### config.mk
export PLATFORM = sky130hd
export DESIGN_NAME = pp_reduce_pipe
export DESIGN_NICKNAME = d
export VERILOG_FILES = /design/src/rtl/pp_reduce_pipe.sv
export SDC_FILE = /design/constraint.sdc
export NUM_CORES = 2
export LEC_CHECK = 0
export ABC_CLOCK_PERIOD_IN_PS = 3500
export BUFFER_PORTS_ARGS = -buffer_cell sky130_fd_sc_hd__buf_2
export CAP_MARGIN = 20
export CORE_AREA = 3 3 388 390
export CTS_CLUSTER_DIAMETER = 60
export CTS_CLUSTER_SIZE = 12
export DETAILED_ROUTE_END_ITERATION = 8
export DIE_AREA = 0 0 391 393
export GPL_TIMING_DRIVEN = 0
export PLACE_DENSITY = 0.55
export SYNTH_ARGS = -nofsm -noshare
export SYNTH_HDL_FRONTEND = slang
export SYNTH_SLANG_ARGS = --single-unit
### constraint.sdc
create_clock -name clk -period 3.5 [get_ports clk]
set_input_delay 0.175 -clock clk [delete_from_list [all_inputs] [get_ports clk]]
set_output_delay 0.175 -clock clk [all_outputs]
set_load 0.05 [all_outputs]
### src/rtl/pp_reduce_pipe.sv
// Pipelined 3:2 carry-save reduction of N_OPS operands to a sum/carry pair,
// with valid/ready flow control and multi-beat group accumulation.
module pp_reduce_pipe #(
  parameter int unsigned SIG_WIDTH   = 23,
  parameter int unsigned N_OPS       = 18,
  parameter int unsigned OUT_W       = 56,
  parameter int unsigned PIPE_STAGES = 2
) (
  input  logic                                     clk,
  input  logic                                     rst_n,
  input  logic                                     in_valid,
  output logic                                     in_ready,
  input  logic                                     in_first,
  input  logic                                     in_last,
  input  logic [N_OPS*(2*(SIG_WIDTH+1)+1)-1:0]     in_pp,
  output logic                                     out_valid,
  input  logic                                     out_ready,
  output logic [OUT_W-1:0]                         out_sum,
  output logic [OUT_W-1:0]                         out_carry,
  output logic [7:0]                               out_beats
);

  localparam int unsigned IN_W = 2*(SIG_WIDTH+1)+1;
  localparam int unsigned P    = PIPE_STAGES;
  localparam int unsigned PR   = (P > 1) ? P-1 : 1;

  function automatic int unsigned next_cnt(input int unsigned n);
    return 2*(n/3) + n%3;
  endfunction

  function automatic int unsigned cnt_at(input int unsigned lvl);
    int unsigned n;
    n = N_OPS;
    for (int unsigned i = 0; i < lvl; i++) n = next_cnt(n);
    return n;
  endfunction

  function automatic int unsigned num_levels();
    int unsigned n;
    int unsigned lv;
    n  = N_OPS;
    lv = 0;
    while (n > 2) begin
      n  = next_cnt(n);
      lv = lv + 1;
    end
    return lv;
  endfunction

  localparam int unsigned L = num_levels();

  // Stage k (1..P-1) registers the output of tree level ceil(k*L/P).
  function automatic int unsigned stage_at(input int unsigned b);
    int unsigned r;
    r = 0;
    for (int unsigned k = 1; k < P; k++)
      if ((k*L + P - 1)/P == b) r = k;
    return r;
  endfunction

  logic adv;
  assign adv      = out_ready || !out_valid;
  assign in_ready = adv;

  genvar gl;
  for (gl = 0; gl <= L; gl++) begin : g_lvl
    localparam int unsigned NO = cnt_at(gl);
    logic [OUT_W-1:0] nd [NO];
    logic [OUT_W-1:0] nx [NO];

    if (gl == 0) begin : g_src
      always_comb
        for (int unsigned k = 0; k < NO; k++) nd[k] = OUT_W'(in_pp[k*IN_W +: IN_W]);
    end else begin : g_csa
      localparam int unsigned NI = cnt_at(gl-1);
      localparam int unsigned NG = NI/3;
      always_comb begin
        for (int unsigned g = 0; g < NG; g++) begin
          nd[2*g]   = g_lvl[gl-1].nx[3*g] ^ g_lvl[gl-1].nx[3*g+1] ^ g_lvl[gl-1].nx[3*g+2];
          nd[2*g+1] = ((g_lvl[gl-1].nx[3*g]   & g_lvl[gl-1].nx[3*g+1]) |
                       (g_lvl[gl-1].nx[3*g]   & g_lvl[gl-1].nx[3*g+2]) |
                       (g_lvl[gl-1].nx[3*g+1] & g_lvl[gl-1].nx[3*g+2])) << 1;
        end
        for (int unsigned r = 0; r < NI - 3*NG; r++) nd[2*NG+r] = g_lvl[gl-1].nx[3*NG+r];
      end
    end

    if (stage_at(gl) != 0) begin : g_reg
      always_ff @(posedge clk or negedge rst_n) begin
        if (!rst_n)   nx <= '{default: '0};
        else if (adv) nx <= nd;
      end
    end else begin : g_pass
      assign nx = nd;
    end
  end

  logic [PR-1:0] v_q, f_q, l_q;
  logic          fin_v, fin_f, fin_l;

  if (P == 1) begin : g_fin_comb
    assign fin_v = in_valid;
    assign fin_f = in_first;
    assign fin_l = in_last;
  end else begin : g_fin_reg
    assign fin_v = v_q[PR-1];
    assign fin_f = f_q[PR-1];
    assign fin_l = l_q[PR-1];
  end

  logic [OUT_W-1:0] acc_s_q, acc_s_d, acc_c_q, acc_c_d;
  logic [7:0]       cnt_q, cnt_d;
  logic             ov_q, ov_d;
  logic [OUT_W-1:0] os_q, os_d, oc_q, oc_d;
  logic [7:0]       ob_q, ob_d;

  logic [OUT_W-1:0] t0, t1, a_s, a_c, s1, c1, s2, c2;
  logic [7:0]       base_cnt, beats_inc;

  assign t0 = g_lvl[L].nx[0];
  assign t1 = g_lvl[L].nx[1];

  // 4:2 compressor merges the tree pair with the running group pair.
  always_comb begin
    a_s       = fin_f ? '0 : acc_s_q;
    a_c       = fin_f ? '0 : acc_c_q;
    base_cnt  = fin_f ? '0 : cnt_q;
    beats_inc = (base_cnt == 8'hFF) ? 8'hFF : base_cnt + 8'd1;
    s1 = t0 ^ t1 ^ a_s;
    c1 = ((t0 & t1) | (t0 & a_s) | (t1 & a_s)) << 1;
    s2 = s1 ^ c1 ^ a_c;
    c2 = ((s1 & c1) | (s1 & a_c) | (c1 & a_c)) << 1;

    acc_s_d = acc_s_q;
    acc_c_d = acc_c_q;
    cnt_d   = cnt_q;
    ov_d    = ov_q;
    os_d    = os_q;
    oc_d    = oc_q;
    ob_d    = ob_q;
    if (adv) begin
      ov_d = 1'b0;
      if (fin_v) begin
        if (fin_l) begin
          os_d    = s2;
          oc_d    = c2;
          ob_d    = beats_inc;
          ov_d    = 1'b1;
          acc_s_d = '0;
          acc_c_d = '0;
          cnt_d   = '0;
        end else begin
          acc_s_d = s2;
          acc_c_d = c2;
          cnt_d   = beats_inc;
        end
      end
    end
  end

  always_ff @(posedge clk or negedge rst_n) begin
    if (!rst_n) begin
      v_q     <= '0;
      f_q     <= '0;
      l_q     <= '0;
      acc_s_q <= '0;
      acc_c_q <= '0;
      cnt_q   <= '0;
      ov_q    <= 1'b0;
      os_q    <= '0;
      oc_q    <= '0;
      ob_q    <= '0;
    end else begin
      if (adv) begin
        v_q[0] <= in_valid;
        f_q[0] <= in_first;
        l_q[0] <= in_last;
        for (int unsigned s = 1; s < PR; s++) begin
          v_q[s] <= v_q[s-1];
          f_q[s] <= f_q[s-1];
          l_q[s] <= l_q[s-1];
        end
      end
      acc_s_q <= acc_s_d;
      acc_c_q <= acc_c_d;
      cnt_q   <= cnt_d;
      ov_q    <= ov_d;
      os_q    <= os_d;
      oc_q    <= oc_d;
      ob_q    <= ob_d;
    end
  end

  assign out_valid = ov_q;
  assign out_sum   = os_q;
  assign out_carry = oc_q;
  assign out_beats = ob_q;

endmodule

==> results.toml <==
[run_status]
outcome = "finished, final reports clean"

[finish]
final_common_cell = "nand2_1"
final_nets = 6575
final.fill_count = 15000
areaGrowthSynthToFinish_pct = 25.0
multiInputGateArea_um2 = 24500
drive_gt1_share_pct = 25.3
final_cell_mix = "nand2_1 (1238), buf_2 (1065), fa_1 (881)"
seqCellArea_um2 = 13500
fin_area_um2 = 50900

[detailed_routing]
first_iter_violations = 1261
firstDrtPassIters = 5
vias = 29000
drc = 0
antenna_left = 0
wl_per_cell_um = 21.8
routed_wl_um = 148000
via_per_inst = 4.28

[grt]
grt_pass1_wl_um = 214000
grt_max_degree = 112
grtUsageTotal_pct = 19.3
grt_antenna_before_repair = 36
grt-ovfl-total = 0
first_global_vias = 32800

[setup_path]
crit_fanout = 2
crit_path_start = "g_lvl[3].nx[45]"
cp-end-kind = "flop"
worst_ep_required_time_ps = 4030
cp.arrival_ps = 3900
critPathLaunchType = "flop"
timing.rr.start = "g_lvl[3].nx[45]"
crit_type = "reg -> reg"

[timing]
min_period_over_period_pct = 96.4
rsz0062_at_grt = "false"
skew_ps = 41.0
tightest_slew_ps = 1050
hold_slack_ps = 94.0
relSlewSlack_pct = 30.0
period_needed_ps = 3370
finalSetupViolCount = 0
drv_slew = 0
setup_ws_ps = 126
max_freq_mhz = 296
hold_viol = 0

[power]
p_leak_nw = 25.5
power.density_nw_per_um2 = 1160
irDropWorstVdd_v = 0.000975

[logic_synthesis]
synth_top_cell_area_share_pct = 43.3
ys_types = 44
yosysWarnings = 0
syn_area_um2 = 40800
seq_area_frac_synth_pct = 33.1
synth-seq-cells = 539
yosys-top-cells-area = "fa_1 (43%), dfrtp_1 (33%), nand2_1 (11%)"
synth_top_area_cell = "fa_1"
syn_area_per_cell_um2 = 11.0
syn_inst = 3692

[clock_tree]
cts.sinks = 539
cts_tree = "done"
cts_buffer_depth = 3
root_buffer = "clkbuf_16"
numCtsBuffers = 71
clkTransAtPathRegs_ps = 60
clock_latency_ps = 630
h-tree-depth = 3
post_cts_buffers = 0

[placement]
place_congestion = 0.981
pre_cts_ws_ps = -408
io_buffers = 1007
dp_hpwl_um = 127000
dpl_cell_area_um2 = 48400

[floorplan]
core_area_um2 = 147000
die_area_um2 = 154000
die_w_um = 391
start_util_pct = 27.6
io-pin-count = 1010
num_rows = 141
fp.dieH_um = 393

[job]
maxCapViolations = 0

[min_path]
min_path_type = "in -> reg"
hold_start = "in_pp[734]"
[final timing paths]
check | endpoint | slack (ps) | cells after the start
worst min-delay path | g_lvl[3].nx[105] | 90 | 5
worst min register to register | acc_c_q[54] | 460 | 2
max in group asynchronous | g_lvl[3].nx[3] | 1250 | 6
min in group asynchronous | acc_s_q[30] | 520 | 3
worst max register to register | acc_s_q[45] | 130 | 7
worst max-delay path | acc_s_q[45] | 130 | 7
[synth_stat cells (all sizes together)]
master and count:
nand2 1239, fa 881, inv 566, dfrtp 539, o21ai 117, o31ai 107
buf 80, clkbuf 66, ha 18, nor2b 12, a21oi 11, nand3b 9
nor2 8, nand2b 5, nor3 5, nand3 4, a21o 3, nor4 3
a22o 2, and3 2, xnor2 2, a211oi 1, a22oi 1, a31oi 1
and2 1, conb 1, mux2 1, mux2i 1, nand4 1, nand4b 1
o211ai 1, o21a 1, o32ai 1, or3 1
[worst max-delay path, stage by stage, from the launching register on]
cell and delay (ps):
dfrtp_1 410, fa_1 510, fa_1 540, inv_1 50, fa_1 500, fa_1 430
fa_1 560, o31ai_1 270
[cell type report]
| cell class | count | share of cell area (%) |
|---|---|---|
| sequential | 539 | 26.5 |
| timing repair buffer | 1022 | 10.4 |
| clock buffer | 79 | 3.69 |
| clock inverter | 39 | 0.990 |
| inverter | 566 | 4.17 |
| antenna | 19 | 0.0933 |
| multi-input combinational | 2442 | 48.0 |
| buffer | 146 | 1.42 |
| tap | 1930 | 4.74 |
[cells by family after synthesis]
kind of cell / share of synthesized area (%)
AND/OR/NAND/NOR: 12.3
adder cells (fa/ha/maj): 43.8
buffers and inverters: 6.91
flip-flops: 33.1
AO/OA/AOI/OAI: 3.78
XOR/XNOR: 0.0430
multiplexers: 0.0522
other: 0.00920
[layer usage]
metal  global-route usage (%)  wire [µm]  vias up
met4                     5.66       4090        4
met2                     34.1      75900      829
met5                        0         26        -
met3                     6.21      12900      150
li1                         -          -    13100
met1                     22.2      54800    14900
[stage by stage]
step                TNS [ps]  instances  util [%]  total power [mW]
detailed placement    -43070       6637      32.8              52.3
finish                     0       6782      34.5              58.9
floorplan                  0       3693         -              37.8
CTS                        0       6763      34.5              60.5
global placement    -5315000       6630      32.7              52.0
global route               0       6775      34.5              65.7
[power by group]
group          total (mW)  switching (mW)  internal (mW)
Sequential           10.3            1.54           8.78
Combinational        41.0            23.5           17.5
Clock                7.57            3.01           4.56
[timing repair]
| item | CTS | global route |
|---|---|---|
| hold endpoints to repair | 248 | 0 |
| setup endpoints to repair | 200 | 11 |
| gates resized for setup | 6 | 5 |
| hold buffers | 8 | 0 |
[sequential cells by signal, summed over array words and instances, names as in the netlist]
name       cells
acc_c_q       54
acc_s_q       56
cnt_q          8
f_q            1
fin_l          1
fin_v          1
g_lvl.nx     299
out_beats      8
out_carry     54
out_sum       56
out_valid      1
(Power assumes the default switching activity.)
